[src/rtl/alu_pkg.sv]
// Shared op-code encodings, FSM state type and helpers for pipelined_alu.
// The 4-bit op encoding is the same as the original combinational ALU.
package alu_pkg;

    localparam logic [3:0] OP_AND   = 4'b0000;
    localparam logic [3:0] OP_OR    = 4'b0001;
    localparam logic [3:0] OP_ADD   = 4'b0010;
    localparam logic [3:0] OP_XOR   = 4'b0011;
    localparam logic [3:0] OP_SLL   = 4'b0100;
    localparam logic [3:0] OP_SRL   = 4'b0101;
    localparam logic [3:0] OP_SUB   = 4'b0110;
    localparam logic [3:0] OP_SRA   = 4'b0111;
    localparam logic [3:0] OP_SLT   = 4'b1000;
    localparam logic [3:0] OP_SLTU  = 4'b1001;
    localparam logic [3:0] OP_MUL   = 4'b1010;
    localparam logic [3:0] OP_MULHU = 4'b1011;

    typedef enum logic [1:0] {
        IDLE = 2'd0,
        MUL  = 2'd1,
        DONE = 2'd2
    } state_t;

    function automatic logic is_mul_op(input logic [3:0] op);
        return (op == OP_MUL) || (op == OP_MULHU);
    endfunction

endpackage

[src/rtl/alu_comb.sv]
// Single-cycle ALU datapath: every non-multiply op plus zero/carry/overflow/illegal.
// Multiply codes only report illegal here; the top level runs the real multiplier.
module alu_comb
    import alu_pkg::*;
#(
    parameter int unsigned WIDTH  = 64,
    parameter bit          MUL_EN = 1'b1
) (
    input  logic [WIDTH-1:0] i_rs1,
    input  logic [WIDTH-1:0] i_rs2,
    input  logic [3:0]       i_control,
    output logic [WIDTH-1:0] o_rd,
    output logic             o_zero,
    output logic             o_carry,
    output logic             o_overflow,
    output logic             o_illegal
);

    localparam int unsigned SHW = $clog2(WIDTH);

    logic [WIDTH:0]   w_sum;
    logic [WIDTH:0]   w_diff;
    logic [SHW-1:0]   w_shamt;

    assign w_sum   = {1'b0, i_rs1} + {1'b0, i_rs2};
    assign w_diff  = {1'b0, i_rs1} - {1'b0, i_rs2};
    assign w_shamt = i_rs2[SHW-1:0];

    always_comb begin
        o_rd       = '0;
        o_carry    = 1'b0;
        o_overflow = 1'b0;
        o_illegal  = 1'b0;
        case (i_control)
            OP_AND:  o_rd = i_rs1 & i_rs2;
            OP_OR:   o_rd = i_rs1 | i_rs2;
            OP_XOR:  o_rd = i_rs1 ^ i_rs2;
            OP_ADD: begin
                o_rd       = w_sum[WIDTH-1:0];
                o_carry    = w_sum[WIDTH];
                o_overflow = (i_rs1[WIDTH-1] == i_rs2[WIDTH-1]) &&
                             (w_sum[WIDTH-1] != i_rs1[WIDTH-1]);
            end
            OP_SUB: begin
                // Top bit of the widened difference is the borrow (rs1 <u rs2).
                o_rd       = w_diff[WIDTH-1:0];
                o_carry    = w_diff[WIDTH];
                o_overflow = (i_rs1[WIDTH-1] != i_rs2[WIDTH-1]) &&
                             (w_diff[WIDTH-1] != i_rs1[WIDTH-1]);
            end
            OP_SLL:  o_rd = i_rs1 << w_shamt;
            OP_SRL:  o_rd = i_rs1 >> w_shamt;
            OP_SRA:  o_rd = $signed(i_rs1) >>> w_shamt;
            OP_SLT:  o_rd = {{(WIDTH-1){1'b0}}, ($signed(i_rs1) < $signed(i_rs2))};
            OP_SLTU: o_rd = {{(WIDTH-1){1'b0}}, (i_rs1 < i_rs2)};
            OP_MUL, OP_MULHU: o_illegal = !MUL_EN;
            default: o_illegal = 1'b1;
        endcase
    end

    assign o_zero = (o_rd == '0);

endmodule

[src/rtl/pipelined_alu.sv]
// Registered ALU with valid/ready handshakes on both sides and an iterative
// shift-add multiplier; results and flags are held until the consumer takes them.
module pipelined_alu
    import alu_pkg::*;
#(
    parameter int unsigned WIDTH  = 64,
    parameter bit          MUL_EN = 1'b1,
    parameter int unsigned SHW    = $clog2(WIDTH)
) (
    input  logic             clk,
    input  logic             rst_n,
    input  logic             in_valid,
    output logic             in_ready,
    input  logic [WIDTH-1:0] rs1,
    input  logic [WIDTH-1:0] rs2,
    input  logic [3:0]       control,
    output logic             out_valid,
    input  logic             out_ready,
    output logic [WIDTH-1:0] rd,
    output logic             zero,
    output logic             carry,
    output logic             overflow,
    output logic             illegal
);

    localparam logic [SHW:0] MUL_STEPS = (SHW+1)'(WIDTH);

    state_t r_state;
    state_t w_next_state;

    logic             w_accept;
    logic             w_is_mul;
    logic             w_mul_last;

    logic [WIDTH-1:0] w_c_rd;
    logic             w_c_zero;
    logic             w_c_carry;
    logic             w_c_overflow;
    logic             w_c_illegal;

    logic [WIDTH-1:0]   r_mcand;
    logic [2*WIDTH-1:0] r_acc;
    logic [SHW:0]       r_cnt;
    logic               r_hi;
    logic [WIDTH-1:0]   w_addend;
    logic [WIDTH:0]     w_step_sum;
    logic [WIDTH-1:0]   w_mul_rd;

    logic [WIDTH-1:0] r_rd;
    logic             r_zero;
    logic             r_carry;
    logic             r_overflow;
    logic             r_illegal;

    alu_comb #(
        .WIDTH  (WIDTH),
        .MUL_EN (MUL_EN)
    ) u_alu_comb (
        .i_rs1      (rs1),
        .i_rs2      (rs2),
        .i_control  (control),
        .o_rd       (w_c_rd),
        .o_zero     (w_c_zero),
        .o_carry    (w_c_carry),
        .o_overflow (w_c_overflow),
        .o_illegal  (w_c_illegal)
    );

    assign in_ready   = (r_state == IDLE) || ((r_state == DONE) && out_ready);
    assign out_valid  = (r_state == DONE);
    assign w_accept   = in_valid && in_ready;
    assign w_is_mul   = MUL_EN && is_mul_op(control);
    assign w_mul_last = (r_cnt == MUL_STEPS);

    always_ff @(posedge clk or negedge rst_n) begin
        if (!rst_n) r_state <= IDLE;
        else        r_state <= w_next_state;
    end

    always_comb begin
        w_next_state = r_state;
        case (r_state)
            IDLE: if (w_accept) w_next_state = w_is_mul ? MUL : DONE;
            MUL:  if (w_mul_last) w_next_state = DONE;
            DONE: begin
                if (w_accept)       w_next_state = w_is_mul ? MUL : DONE;
                else if (out_ready) w_next_state = IDLE;
            end
            default: w_next_state = IDLE;
        endcase
    end

    // The multiplier rides in the low half of the accumulator and is shifted
    // out one bit per step while partial sums enter from the top.
    assign w_addend   = r_acc[0] ? r_mcand : '0;
    assign w_step_sum = {1'b0, r_acc[2*WIDTH-1:WIDTH]} + {1'b0, w_addend};
    assign w_mul_rd   = r_hi ? r_acc[2*WIDTH-1:WIDTH] : r_acc[WIDTH-1:0];

    always_ff @(posedge clk or negedge rst_n) begin
        if (!rst_n) begin
            r_mcand    <= '0;
            r_acc      <= '0;
            r_cnt      <= '0;
            r_hi       <= 1'b0;
            r_rd       <= '0;
            r_zero     <= 1'b0;
            r_carry    <= 1'b0;
            r_overflow <= 1'b0;
            r_illegal  <= 1'b0;
        end else if (w_accept) begin
            if (w_is_mul) begin
                r_mcand <= rs1;
                r_acc   <= {{WIDTH{1'b0}}, rs2};
                r_cnt   <= '0;
                r_hi    <= (control == OP_MULHU);
            end else begin
                r_rd       <= w_c_rd;
                r_zero     <= w_c_zero;
                r_carry    <= w_c_carry;
                r_overflow <= w_c_overflow;
                r_illegal  <= w_c_illegal;
            end
        end else if (r_state == MUL) begin
            if (w_mul_last) begin
                r_rd       <= w_mul_rd;
                r_zero     <= (w_mul_rd == '0);
                r_carry    <= |r_acc[2*WIDTH-1:WIDTH];
                r_overflow <= 1'b0;
                r_illegal  <= 1'b0;
            end else begin
                r_acc <= {w_step_sum, r_acc[WIDTH-1:1]};
                r_cnt <= r_cnt + 1'b1;
            end
        end
    end

    assign rd       = r_rd;
    assign zero     = r_zero;
    assign carry    = r_carry;
    assign overflow = r_overflow;
    assign illegal  = r_illegal;

endmodule

[config.mk]
export PLATFORM = sky130hd
export DESIGN_NAME = pipelined_alu
export DESIGN_NICKNAME = d
export VERILOG_FILES = /design/src/rtl/alu_pkg.sv /design/src/rtl/alu_comb.sv /design/src/rtl/pipelined_alu.sv
export SDC_FILE = /design/constraint.sdc
export NUM_CORES = 2
export LEC_CHECK = 0
export BUFFER_PORTS_ARGS = -buffer_cell sky130_fd_sc_hd__clkbuf_2
export CAP_MARGIN = 5
export CORE_UTILIZATION = 29
export DETAILED_ROUTE_END_ITERATION = 12
export SLEW_MARGIN = 30
export SYNTH_ARGS = -nofsm -noshare
export SYNTH_HDL_FRONTEND = slang
export SYNTH_SLANG_ARGS = --single-unit
export TNS_END_PERCENT = 1
[constraint.sdc]
create_clock -name clk -period 9 [get_ports clk]
set_clock_uncertainty 0.15 [all_clocks]
set_input_delay 0.9 -clock clk [delete_from_list [all_inputs] [get_ports clk]]
set_output_delay 0.9 -clock clk [all_outputs]
set_load 0.02 [all_outputs]
## Word-level counts from Yosys, hierarchy flattened

Index checks and enable logic that the tools add are counted.
W data, S select, Z words.

| cells by class | value |
|---|---|
| add/subtract/negate cells | 4 |
| order comparisons | 2 |
| equality and inequality tests | 24 |
| shift-type cells | 3 |
| muxes and demuxes | 38 |
| bitwise operators | 3 |
| reduce and logical (&&, ||, !) cells | 18 |

Operators with widths:

| cell | count |
|---|---|
| $pmux W64 S10 | 1 |
| $mux W128 | 4 |
| $mux W64 | 6 |
| $add A64 B64 Y65 | 2 |
| $logic_not A64 Y1 | 2 |
| $lt A64 B64 Y1 | 2 |
| $sub A64 B64 Y65 | 1 |
| $and A64 B64 Y64 | 1 |
| $or A64 B64 Y64 | 1 |
| $reduce_or A64 Y1 | 1 |
| $shl A64 B6 Y64 | 1 |
| $shr A64 B6 Y64 | 1 |
| $sshr A64 B6 Y64 | 1 |
| $xor A64 B64 Y64 | 1 |
| $mux W7 | 4 |
| $eq A4 B3 Y1 const B | 4 |
| $eq A4 B4 Y1 const B | 4 |
| $mux W1 | 15 |
| $reduce_or A12 Y1 | 1 |
| $mux W2 | 5 |
| $reduce_and A3 Y1 | 3 |
| $eq A4 B2 Y1 const B | 2 |
| $ne A2 B2 Y1 const B | 4 |
| $add A7 B1 Y7 const B | 1 |
| other kinds (16) | 24 |

| word-level totals | value |
|---|---|
| flip-flop bits (word level) | 270 |
| input port bits | 136 |
| output and inout port bits | 70 |
| word-level logic and storage cells | 102 |

## Depth between registers and ports, before layout

| depth | value |
|---|---|
| depth in word-level cells | 6 |
| mapped depth | 22 |
| mapped depth without buffers | 18 |

## Hierarchy

A second synthesis with hierarchy kept.

| second synthesis, totals | value |
|---|---|
| cell total of the unflattened synthesis | 5,355 |
| area total of the unflattened synthesis | 39,544.2 µm² |

By module, submodules not included:

| module | times used | cells each | area each (µm²) | seq. area each (µm²) |
|---|---|---|---|---|
| alu_comb | 1 | 3,505 | 23,366.2 | 0.0 |
| pipelined_alu | 1 | 1,850 | 16,178.0 | 6,756.5 |

## Worst setup path after synthesis

OpenSTA, ideal clock, no wires.

| timing | value |
|---|---|
| kind | input -> register |
| from | input port rs2[1] |
| to | register r_overflow (netlist: overflow) |
| library setup time | 0.122 ns |
| arrival | 5.793 ns |
| required time | 8.728 ns |
| setup slack | 2.936 ns |
| stages | 20 |
| path buffers | 6 |
| path through | inv_1 -> buf_2 -> buf_2 -> buf_1 -> clkbuf_1 -> clkbuf_1 -> ha_1 -> a211oi_1 -> o31ai_2 -> a22o_1 -> o211ai_1 -> a2111o_1 -> and3_1 -> clkbuf_1 -> o31a_1 -> o31ai_2 -> a2111oi_0 -> nor3_1 -> mux4_2 -> a32o_1 |

| on the way | value |
|---|---|
| word-level cells in the longest chain between the ends | 6 |
| elaborated cells between the ends (all ways) | 9 |
| classes of those cells | add/sub: 2; eq/ne: 2; mux: 3; reduce/logical: 2 |

Ends and longest elaborated chain:

| element | RTL line | text |
|---|---|---|
| start: declaration | pipelined_alu.sv:15 | `input logic [WIDTH-1:0] rs2,` |
| $sub A64 B64 Y65 / $add A64 B64 Y65 (equally long branches) | alu_comb.sv:26, alu_comb.sv:25 |  |
| $ne A1 B1 Y1 (on tied branches) | alu_comb.sv:49, alu_comb.sv:42 |  |
| $logic_and A1 B1 Y1 (on tied branches) | alu_comb.sv:48, alu_comb.sv:41 |  |
| $pmux W1 S2 (*) | alu_comb.sv:34 | `case (i_control)` |
| $mux W1 (*) | pipelined_alu.sv:111 | `if (w_is_mul) begin` |
| $mux W1 (*) | pipelined_alu.sv:110 | `end else if (w_accept) begin` |
| end signal: assignment | pipelined_alu.sv:120 | `r_overflow <= w_c_overflow;` |
| end: declaration | pipelined_alu.sv:52 | `logic r_overflow;` |

Mark *: on every way between the ends. The rest lies on a longest branch, timed or not. The select of a mux whose other input is x is not followed.
A chain may end at the register's enable or synchronous reset.

## Final worst setup path

| timing | value |
|---|---|
| from | input port rs2[1] |
| to | register r_zero (netlist: zero) |

| on the way | value |
|---|---|
| word-level cells in the longest chain between the ends | 5 |
| elaborated cells between the ends (all ways) | 14 |
| classes of those cells | add/sub: 2; order compare: 2; shift: 3; mux: 3; bitwise: 3; reduce/logical: 1 |

Ends and longest elaborated chain:

| element | RTL line | text |
|---|---|---|
| $sub A64 B64 Y65 (tied with other cells) | alu_comb.sv:26 | `assign w_diff = {1'b0, i_rs1} - {1'b0, i_rs2};` |
| $pmux W64 S10 (*) | alu_comb.sv:34 |  |
| $logic_not A64 Y1 (*) | alu_comb.sv:61 | `assign o_zero = (o_rd == '0);` |
| $mux W1 (*) | pipelined_alu.sv:111 |  |
| $mux W1 (*) | pipelined_alu.sv:110 |  |
| end signal: assignment | pipelined_alu.sv:118 | `r_zero <= w_c_zero;` |
| end signal: assignment | pipelined_alu.sv:126 | `r_zero <= (w_mul_rd == '0);` |
| end: declaration | pipelined_alu.sv:50 | `logic r_zero;` |

Marks and branches as above.

==> out/results.tsv <==
metric	value	unit
muxShareOfSynthArea	0.145	
drt_wl_total	257000	um
ir_drop	0.203	mV
synth_top_family_by_area	compound AO/OA/AOI/OAI gates	
grt-ovfl-total	0	
status	completed	
p_sw_frac	0.532	
maxCapViolations	0	
maxSlewViolCount	0	
cp-startpoint	rs2[1]	
yosysUniqueCellTypes	103	
synth-simple-area-share	0.213	
holdBufCountCts	0	
initial_core_util	0.294	
pwr-share-comb	0.621	
synth_fa_ha_area_frac	0.0914	
global_route.usage.met3	0.0845	
grtUsageTotal	0.365	
cts_made_buffers	34	
cp_max_fo	84	
vias	45800	
share_seq_of_total_power	0.237	
synth.area.top_cells	dfrtp_1, ha_1, nand2_1	
synth_compound_area_frac	0.286	
utilization	0.326	
fin_cells	7060	
p_int	4.70	mW
synthFlopType	dfrtp_1	
fmax	0.140	GHz
hpwlAfterDp	205000	um
die_height	367	um
worst_ep_arrival_time	7.55	ns
area_growth	11.1	%
holdWs	0.172	ns
root_buffer	clkbuf_16	
synth_top_area_cell	dfrtp_1	
design_area	43000	um^2
busiest_layer	met2	
grt_max_degree	138	
netlist_instances	5249	
io_buffers	205	
synthArstFlopShare	1.00	
insertion_delay	0.62	ns
ant_nets	0	
path_class	input port to flop	
clk_path_buf_depth	3	
ctsResizeCount	0	
grt_pass1_wl	351000	um
synth-seq-area-share	0.174	
drcViolationCount	0	
finalWeightedCongestion	1.12	
cts.sinks	270	
cts_setup_buffers	0	
firstDrtPassIters	8	
gr-usage-met2	0.539	
placed_area	41900	um^2
avgSynthCellArea	7.38	um^2
cts_tree	yes	
p_switching	5.35	mW
layout_worst_path_cycle_share	0.793	
min_period	7.14	ns
p_clk_frac	0.142	
synth_area	38700	um^2
hold_viol_final	0	
pre_cts_ws	1.63	ns
drive_gt1_frac	0.145	
grt_setup_unrepaired	no	
design.core.area	132000	um^2
ios	206	
clk_pin_slew	0.06	ns
yosysWarnings	0	
worstSetupStartpointType	input port	
synth_nets	5666	
fin_tns_setup	0	ns
antenna_found_initial	31	
synth-seq-cells	270	
maxSlewHeadroom	0.217	
avgViaCountPerCell	6.49	
worst_slack	1.86	ns
critical_path_required	9.41	ns
wire_per_inst	36.3	um
drtIter0Drc	6521	
num_rows	133	
end_kind	flop	
yosys.area.top_type_share	0.174	
setup_viol	0	
dieArea	135000	um^2
cts_htree_levels	2	
cellPowerDensity	233	nW/um^2
worst_pin_slew	1.16	ns
grt_pass1_vias	42500	
use_met1	0.461	
r2r-start	r_acc[0]$_DFFE_PN0P_	
die_w	367	um
synth_xor_xnor_area_share	0.0183	
min_path_type	input port to async pin	
nNetsFinal	5690	
total_power	10.0	mW
leakagePower	18.7	nW
synth-edff-count	0	
dpl.cell_count	6991	
## worst max-delay path, cell delays in order
cell and delay (ns):
buf_4 0.55, inv_2 0.15, buf_12 0.27, ha_1 0.38, nor2_1 0.06, o311ai_0 0.64
o31ai_1 0.32, o31a_1 0.44, o21ai_0 0.48, a21oi_1 0.44, or2_2 0.42, and2_1 0.16
o32ai_1 0.71, nand4b_1 0.24, nor4_1 0.50, nand4_1 0.36, nor4_1 0.33, a21o_1 0.15
## power by group through the flow
stage	Clock, mW	Combinational [mW]	Sequential, mW
final	1.43	6.24	2.38
after global routing	1.50	6.63	2.44
after CTS	1.45	6.07	2.37
after global placement	0	6.01	2.37
after floorplan	0	3.79	2.25
after detailed placement	0	6.04	2.38
## state kept, by name (all words and copies together), names as in the netlist
signal and flops:
r_state 2, r_hi 1, r_cnt 7, rd 64, r_acc 128, zero 1, r_mcand 64, carry 1
illegal 1, overflow 1
## metal layers
metal / routed length [um] / share of wire
met1: 101000 / 0.39
met4: 23400 / 0.091
met3: 24100 / 0.094
met5: 258 / 0.0010
met2: 108000 / 0.42
## cell usage after synthesis, drive strengths merged (13+ instances only)
master,instances
a211o,18
a211oi,74
a21boi,17
a21o,84
a21oi,407
a221o,18
a221oi,45
a22o,16
a22oi,43
a31oi,122
and2,84
and3,32
buf,116
clkbuf,271
dfrtp,270
ha,278
inv,284
mux2,182
mux2i,230
mux4,56
nand2,633
nand2b,47
nand3,85
nand4,63
nor2,485
nor2b,54
nor3,88
nor4,82
o2111ai,13
o211ai,56
o21a,22
o21ai,374
o21bai,28
o221ai,36
o22ai,116
o311ai,18
o31ai,55
o32ai,14
or2,26
or3,24
xnor2,47
xor2,34
## final cells by class
class	count	area, um^2
Clock inverter	12	140
Antenna cell	10	25.0
Fill cell	14300	88900
Timing Repair Buffer	375	2440
Tap cell	1755	2200
Multi-Input combinational cell	4307	29400
Sequential cell	270	6760
Clock buffer	46	976
Inverter	285	1070
## path summary, 6_finish.rpt
path | slack [ns] | cells after the start | end
max | 1.86 | 18 | zero$_DFFE_PN0P_
min | 0.17 | 1 | rd[46]$_DFFE_PN0P_
max reg2reg | 3.10 | 17 | r_acc[123]$_DFFE_PN0P_
min reg2reg | 0.33 | 2 | rd[11]$_DFFE_PN0P_
max in group asynchronous | 6.65 | 3 | r_mcand[1]$_DFFE_PN0P_
min in group clk | 0.33 | 2 | rd[11]$_DFFE_PN0P_
## kinds of logic after synthesis
family	after synthesis
multiplexers	468
AO/OA/AOI/OAI	1706
flip-flops	270
AND/OR/NAND/NOR	1771
adder cells (fa/ha/maj)	281
XOR/XNOR	81
buffers and inverters	672
## cells in the final DEF, fill, tap and decap left out, types with 76 or more instances in the layout
| cell | count |
|---|---|
| nand2_1 | 628 |
| nor2_1 | 477 |
| a21oi_1 | 407 |
| o21ai_0 | 365 |
| inv_1 | 280 |
| ha_1 | 278 |
| dfrtp_1 | 269 |
| mux2i_1 | 227 |
| clkbuf_2 | 200 |
| mux2_2 | 178 |
| buf_4 | 162 |
| a31oi_1 | 122 |
| o22ai_1 | 116 |
| nor3_1 | 85 |
| nand3_1 | 84 |
| a21o_1 | 84 |
| and2_1 | 83 |
| nor4_1 | 76 |
(Power assumes the default switching activity.)
